## config.mk

```make
export PLATFORM = sky130hd
export DESIGN_NAME = multicycle_controller
export DESIGN_NICKNAME = d
export VERILOG_FILES = /design/src/rtl/multicycle_controller.sv
export SDC_FILE = /design/constraint.sdc
export NUM_CORES = 1
export LEC_CHECK = 0
export ABC_AREA = 1
export ABC_CLOCK_PERIOD_IN_PS = 3800
export BUFFER_PORTS_ARGS = -buffer_cell sky130_fd_sc_hd__buf_2
export CAP_MARGIN = 20
export CORE_UTILIZATION = 35
export DETAILED_ROUTE_END_ITERATION = 8
export GPL_TIMING_DRIVEN = 0
export PLACE_DENSITY = 0.75
export SYNTH_ARGS = -nofsm -noshare
export SYNTH_HDL_FRONTEND = slang
export SYNTH_SLANG_ARGS = --single-unit
```

## constraint.sdc

```tcl
create_clock -name clock -period 3.8 [get_ports clock]
set_input_delay 0.76 -clock clock [delete_from_list [all_inputs] [get_ports clock]]
set_output_delay 0.76 -clock clock [all_outputs]
set_load 0.01 [all_outputs]
```

## src/rtl/multicycle_controller.sv

```systemverilog
// Moore control FSM for the multicycle ARM-subset datapath: LDR/STR, ADD/SUB/AND/ORR/MOV/CMP,
// B/BL with condition codes. Unsupported encodings are skipped and latched in a sticky flag.
module multicycle_controller #(
    parameter logic [2:0] SHIFT_NONE = 3'b111
) (
    input  logic        clock,
    input  logic        reset,
    input  logic [31:0] INSTRUCTION,
    input  logic [3:0]  FLAGS,
    output logic        A3Src,
    output logic        AdrSrc,
    output logic        FlagUpdate,
    output logic        IRWrite,
    output logic        MemWrite,
    output logic        PCWrite,
    output logic        RegWrite,
    output logic        WD3Src,
    output logic [1:0]  ALUSrcA,
    output logic [1:0]  ALUSrcB,
    output logic [1:0]  ResultSrc,
    output logic [1:0]  RegSrc,
    output logic [2:0]  ALUop,
    output logic [2:0]  ShiftType,
    output logic [3:0]  STATE_OUT,
    output logic        ILLEGAL
);

    localparam logic [3:0] StFetch    = 4'd0;
    localparam logic [3:0] StDecode   = 4'd1;
    localparam logic [3:0] StMemAdr   = 4'd2;
    localparam logic [3:0] StMemRead  = 4'd3;
    localparam logic [3:0] StMemWb    = 4'd4;
    localparam logic [3:0] StMemWrite = 4'd5;
    localparam logic [3:0] StExecR    = 4'd6;
    localparam logic [3:0] StExecI    = 4'd7;
    localparam logic [3:0] StAluWb    = 4'd8;
    localparam logic [3:0] StBranch   = 4'd9;

    logic [3:0] state_q, state_d;
    logic       illegal_q, set_illegal;

    logic [3:0] cond;
    logic [1:0] op;
    logic       imm_bit, s_bit, l_br;
    logic [3:0] cmd;
    logic       flag_n, flag_z, flag_c, flag_v;
    logic       cond_pass, cmd_valid, is_cmp, is_dp;
    logic [2:0] dp_alu_op;
    logic       unused_instr;

    assign cond    = INSTRUCTION[31:28];
    assign op      = INSTRUCTION[27:26];
    assign imm_bit = INSTRUCTION[25];
    assign cmd     = INSTRUCTION[24:21];
    assign l_br    = INSTRUCTION[24];
    // Bit 20 is S for data-processing and L for memory instructions.
    assign s_bit   = INSTRUCTION[20];
    assign is_dp   = (op == 2'b00);
    assign is_cmp  = (cmd == 4'b1010);
    assign unused_instr = ^INSTRUCTION[19:0];

    assign {flag_n, flag_z, flag_c, flag_v} = FLAGS;

    always_comb begin
        cond_pass = 1'b0;
        case (cond)
            4'b0000: cond_pass = flag_z;
            4'b0001: cond_pass = !flag_z;
            4'b0010: cond_pass = flag_c;
            4'b0011: cond_pass = !flag_c;
            4'b0100: cond_pass = flag_n;
            4'b0101: cond_pass = !flag_n;
            4'b0110: cond_pass = flag_v;
            4'b0111: cond_pass = !flag_v;
            4'b1000: cond_pass = flag_c && !flag_z;
            4'b1001: cond_pass = !flag_c || flag_z;
            4'b1010: cond_pass = (flag_n == flag_v);
            4'b1011: cond_pass = (flag_n != flag_v);
            4'b1100: cond_pass = !flag_z && (flag_n == flag_v);
            4'b1101: cond_pass = flag_z || (flag_n != flag_v);
            4'b1110: cond_pass = 1'b1;
            default: cond_pass = 1'b0;
        endcase
    end

    always_comb begin
        cmd_valid = 1'b1;
        dp_alu_op = 3'b000;
        case (cmd)
            4'b0100: dp_alu_op = 3'b010;
            4'b0010: dp_alu_op = 3'b001;
            4'b0000: dp_alu_op = 3'b011;
            4'b1100: dp_alu_op = 3'b100;
            4'b1101: dp_alu_op = 3'b101;
            4'b1010: dp_alu_op = 3'b001;
            default: cmd_valid = 1'b0;
        endcase
    end

    always_comb begin
        state_d     = StFetch;
        set_illegal = 1'b0;
        case (state_q)
            StFetch:  state_d = StDecode;
            StDecode: begin
                if (cond_pass) begin
                    case (op)
                        2'b01: state_d = StMemAdr;
                        2'b10: state_d = StBranch;
                        2'b00: begin
                            if (!cmd_valid) begin
                                set_illegal = 1'b1;
                            end else begin
                                state_d = imm_bit ? StExecI : StExecR;
                            end
                        end
                        default: set_illegal = 1'b1;
                    endcase
                end
            end
            StMemAdr:  state_d = s_bit ? StMemRead : StMemWrite;
            StMemRead: state_d = StMemWb;
            StExecR,
            StExecI:   state_d = is_cmp ? StFetch : StAluWb;
            default:   state_d = StFetch;
        endcase
    end

    always_ff @(posedge clock) begin
        if (reset) begin
            state_q   <= StFetch;
            illegal_q <= 1'b0;
        end else begin
            state_q   <= state_d;
            illegal_q <= illegal_q | set_illegal;
        end
    end

    always_comb begin
        A3Src      = 1'b0;
        AdrSrc     = 1'b0;
        FlagUpdate = 1'b0;
        IRWrite    = 1'b0;
        MemWrite   = 1'b0;
        PCWrite    = 1'b0;
        RegWrite   = 1'b0;
        WD3Src     = 1'b0;
        ALUSrcA    = 2'b00;
        ALUSrcB    = 2'b00;
        ResultSrc  = 2'b00;
        RegSrc     = 2'b00;
        ALUop      = 3'b000;
        ShiftType  = SHIFT_NONE;
        STATE_OUT  = 4'd0;
        ILLEGAL    = 1'b0;
        // Holding reset blanks every enable so an aborted instruction cannot commit.
        if (!reset) begin
            STATE_OUT = state_q;
            ILLEGAL   = illegal_q;
            case (state_q)
                StFetch: begin
                    IRWrite   = 1'b1;
                    PCWrite   = 1'b1;
                    ALUSrcB   = 2'b11;
                    ResultSrc = 2'b10;
                    RegSrc    = 2'b10;
                end
                StDecode: begin
                    ResultSrc = 2'b10;
                    RegSrc    = is_dp ? 2'b00 : 2'b10;
                end
                StMemAdr: begin
                    ALUSrcA = 2'b01;
                    ALUSrcB = 2'b01;
                end
                StMemRead: begin
                    AdrSrc  = 1'b1;
                    ALUSrcA = 2'b01;
                    ALUSrcB = 2'b01;
                end
                StMemWb: begin
                    AdrSrc    = 1'b1;
                    RegWrite  = 1'b1;
                    ResultSrc = 2'b01;
                end
                StMemWrite: begin
                    AdrSrc   = 1'b1;
                    MemWrite = 1'b1;
                    RegSrc   = 2'b10;
                end
                StExecR, StExecI: begin
                    ALUSrcA    = 2'b01;
                    ALUSrcB    = (state_q == StExecI) ? 2'b01 : 2'b00;
                    ALUop      = dp_alu_op;
                    FlagUpdate = s_bit | is_cmp;
                end
                StAluWb: begin
                    RegWrite = 1'b1;
                    ALUop    = dp_alu_op;
                end
                StBranch: begin
                    ALUSrcA = 2'b10;
                    ALUSrcB = 2'b01;
                    PCWrite = 1'b1;
                    if (l_br) begin
                        A3Src    = 1'b1;
                        WD3Src   = 1'b1;
                        RegWrite = 1'b1;
                    end
                end
                default: ;
            endcase
        end
    end

endmodule

```

## Word level (Yosys, flattened, before mapping)

Index checks and enable logic that the tools add are counted.

- Flip-flop bits (word level): 5
- Bits of input ports: 38
- Logic and storage cells: 103
- Output and inout bits: 27

- Multiplexer cells: 43
- Eq/ne operators: 32
- Reductions and logical operators: 24
- Bitwise logic cells: 2

Operators by type and width:

| kind | count |
|---|---|
| $eq A4 B4 Y1 const B | 12 |
| $eq A4 B3 Y1 const B | 9 |
| $mux W1 | 21 |
| $eq A4 B2 Y1 const B | 5 |
| $pmux W4 S5 | 1 |
| $pmux W1 S15 | 1 |
| $pmux W3 S5 | 1 |
| $reduce_or A2 Y1 | 7 |
| $logic_not A4 Y1 | 3 |
| $mux W3 | 4 |
| $mux W4 | 3 |
| $pmux W2 S2 | 3 |
| $pmux W4 S3 | 1 |
| $mux W2 | 5 |
| $reduce_or A3 Y1 | 3 |
| $eq A4 B1 Y1 const B | 2 |
| $pmux W2 S3 | 1 |
| $reduce_or A6 Y1 | 1 |
| $logic_not A1 Y1 | 4 |
| $pmux W1 S2 | 2 |
| $reduce_or A4 Y1 | 1 |
| $eq A2 B1 Y1 const B | 1 |
| $eq A2 B2 Y1 const B | 1 |
| $logic_and A1 B1 Y1 | 2 |
| 5 further kinds | 7 |

## Depth between registers and ports, before layout

- Word-level depth: 8
- Mapped depth: 10
- Gate-level depth less buffers: 10

## Worst setup path after synthesis

No wires, ideal clock.

- Path type: input to output
- From: input port reset
- To: output port ALUSrcB[1]
- Cell stages on the path: 4
- Data arrival time: 1537 ps
- Required time: 3040 ps
- Slack: 1503 ps
- Buffers on the path: 3
- Cell sequence: clkbuf_1 clkbuf_1 nor2_1 buf_4

- Word-level cells in the longest chain between the ends: 1

RTL lines:

| what | RTL line | RTL |
|---|---|---|
| start, declared | 7 | `input logic reset,` |
| $mux W2 | 157 | `if (!reset) begin` |
| end, declared | 19 | `output logic [1:0] ALUSrcB,` |

No other way between the ends.

## Worst setup path after layout

Ends and elaborated chain as after synthesis.

==> flow_metrics.py <==
metrics = {
    "status": {
        "status": "finished clean",
    },
    "power": {
        "power.density_mw_per_mm2": 192,
        "power_w": 0.000214,
        "cellLeakagePower_nw": 0.630,
        "vdd.ir_drop.worst_mv": 0.103,
    },
    "logic_synthesis": {
        "ys_top_cells_by_area": "nand2_1 (18%), nor2_1 (12%), dfxtp_1 (12%), nand3_1 (11%), inv_1 (10%)",
        "yosysUniqueCellTypes": 26,
        "synth_most_common_cell": "nand2_1",
        "synth_top_cell_area_share_pct": 17.6,
        "syn_area_um2": 853,
        "synthArstFlopShare_pct": 0,
        "synth_commonest_cells": "nand2_1 (40), nor2_1 (27), inv_1 (23), nand3_1 (18)",
        "yosys_warnings": 0,
        "synth_cells": 164,
        "synth.ff_latch_count": 5,
        "synth_flop_cell": "dfxtp_1",
        "synth.largest_area_cell": "nand2_1",
        "seq_area_frac_synth_pct": 11.7,
        "synth_edf_count": 0,
        "synth_area_per_cell_um2": 5.20,
    },
    "cells_and_area": {
        "n_antenna_cell": 0,
        "final_util_pct": 49.4,
        "area_growth_pct": 30.5,
        "nFillCells": 267,
        "seq_area_um2": 100,
        "final_cell_area_mm2": 0.00111,
        "drive_gt1_share_pct": 30.3,
        "multiInputGateArea_um2": 591,
        "layout.nets": 250,
    },
    "job": {
        "maxCapViolations": 0,
    },
    "critical_path": {
        "cp_max_fo": 10,
        "worst_setup_path_start_kind": "primary input",
        "cpPeakStageDelay_ns": 0.38,
        "crit_type": "in2out",
        "cp_top_family": "buffers and inverters",
        "cp_slowest_cell": "clkbuf_1",
        "path_cells": "clkbuf_1 -> clkbuf_1 -> nor2_1 -> buf_4 -> buf_2",
        "cp.arrival_ns": 1.79,
        "crit_top_cell": "clkbuf_1",
        "critPathCaptureType": "output pin",
        "required_ns": 3.04,
        "crit_buf_inv": 4,
    },
    "die": {
        "core_mm2": 0.00225,
        "die_h_um": 51.4,
        "initial_utilization_pct": 37.8,
        "rows": 17,
        "pin_count": 65,
        "die_w_um": 51.4,
        "dieArea_mm2": 0.00264,
    },
    "global_route": {
        "grt_pass1_wl_mm": 3.19,
        "grt_max_degree": 11,
        "first_global_vias": 882,
        "track_usage_pct": 15.5,
        "overflow": 0,
        "antenna_found_initial": 0,
    },
    "placed_design": {
        "numPortBuffers": 38,
        "hpwl_mm": 1.70,
        "gp_congestion": 0.831,
        "placed_area_mm2": 0.00109,
    },
    "sta": {
        "worst_slew_pin_slew_ns": 0.510,
        "rsz0062_at_grt": "false",
        "tns_ns": 0,
        "min_period_ns": 2.55,
        "finalMaxSlewViolations": 0,
        "fmax_mhz": 392,
        "hold_violations": 0,
        "slew_headroom_pct": 66.0,
        "setup_viol_count_final": 0,
        "fin_crit_sh_pct": 67.1,
        "finClkSkew_ns": 0.00449,
    },
    "cts": {
        "htree_levels": 1,
        "post_cts_resized": 0,
        "cts_root_buf": "clkbuf_4",
        "post-cts-setup-buffers": 0,
        "cts_sinks": 5,
        "numCtsBuffers": 3,
        "cts_tree": "done",
        "cts_buffer_depth": 2,
        "postCtsHoldBufs": 0,
        "clock_latency_ns": 0.24,
        "clk_pin_slew_ns": 0.05,
    },
    "routing": {
        "vias": 1078,
        "drt_first_pass_iters": 4,
        "drc": 0,
        "drt-wirelength-per-cell_um": 8.28,
        "detail-route-antenna-nets": 0,
        "via_per_inst": 4.57,
        "drt-initial-drc-count": 26,
        "wirelength_mm": 1.96,
    },
    "min_path": {
        "hold_path_class": "reg2reg",
    },
}
[worst min-delay path, cell delays in order, from the launching register on]
cell	delay, ns
dfxtp_1	0.29
inv_1	0.06
o21ai_1	0.05
[cell type report]
class	instances	share of cell area, %
sequential	5	8.99
multi-input combinational	122	53.0
buffer	10	5.51
timing repair buffer	38	17.1
clock inverter	1	0.449
inverter	29	9.78
tap	28	3.15
clock buffer	3	2.02
[cells by family after synthesis]
logic type / Yosys count / synth area share, %
buffers and inverters: 39 / 19.9
and+or+nand+nor: 95 / 47.9
other: 2 / 0.880
AOI/OAI and AO/OA: 20 / 15.1
DFF: 5 / 11.7
adders and majority gates: 3 / 4.40
[final timing paths]
| kind | startpoint | end | slack [ns] | depth (start not counted) |
|---|---|---|---|---|
| hold / removal | illegal_q | illegal_q | 0.45 | 2 |
| hold reg to reg | illegal_q | illegal_q | 0.45 | 2 |
| setup / recovery | reset | ALUSrcB[1] | 1.25 | 5 |
| setup reg to reg | state_q[1] | state_q[0] | 2.55 | 7 |
[state kept, by name, summed over array words and instances, names as in the netlist]
| register | count |
|---|---|
| state_q | 4 |
| illegal_q | 1 |
[metal layers]
metal  GRT usage, %  vias up  wire length (µm)
met5              0        -                 0
met4           7.66        0                15
met3          0.893        2               119
met2           30.1       34               935
met1           16.4      455               885
li1               -      587                 -
[through the flow]
stage	setup slack, ns	hold slack, ns	cells
finish	1.25	0.452	236
global route	1.18	0.489	236
CTS	1.22	0.458	236
detailed placement	1.22	0.449	232
global placement	1.26	0.440	232
floorplan	1.50	0.428	166
[report_power, final]
group,switching (W),leakage [nW],internal [W]
clock network,0.0000226,0.0177,0.0000381
logic,0.0000580,0.572,0.0000367
registers,0.00000269,0.0408,0.0000557
[layout by cell type, fill, tap and decap left out]
| cell type | instances |
|---|---|
| nand3_1 | 18 |
| o21ai_1 | 1 |
| nor3_2 | 1 |
| inv_2 | 5 |
| nor2_2 | 2 |
| o21ai_0 | 3 |
| nand3_2 | 1 |
| buf_4 | 6 |
| a31oi_1 | 3 |
| clkbuf_4 | 3 |
| inv_1 | 23 |
| or2_1 | 1 |
| nand4_1 | 1 |
| dfxtp_1 | 5 |
| a221oi_1 | 1 |
| a211oi_1 | 1 |
| a21oi_1 | 6 |
| clkinv_2 | 1 |
| clkbuf_1 | 3 |
| conb_1 | 4 |
| nor2_1 | 27 |
| clkinv_1 | 1 |
| a21oi_2 | 5 |
| ha_1 | 3 |
| buf_2 | 39 |
| nand2_1 | 40 |
| nand3b_1 | 1 |
| nor3_1 | 3 |
Note: power is estimated with default switching activity, not from simulation.
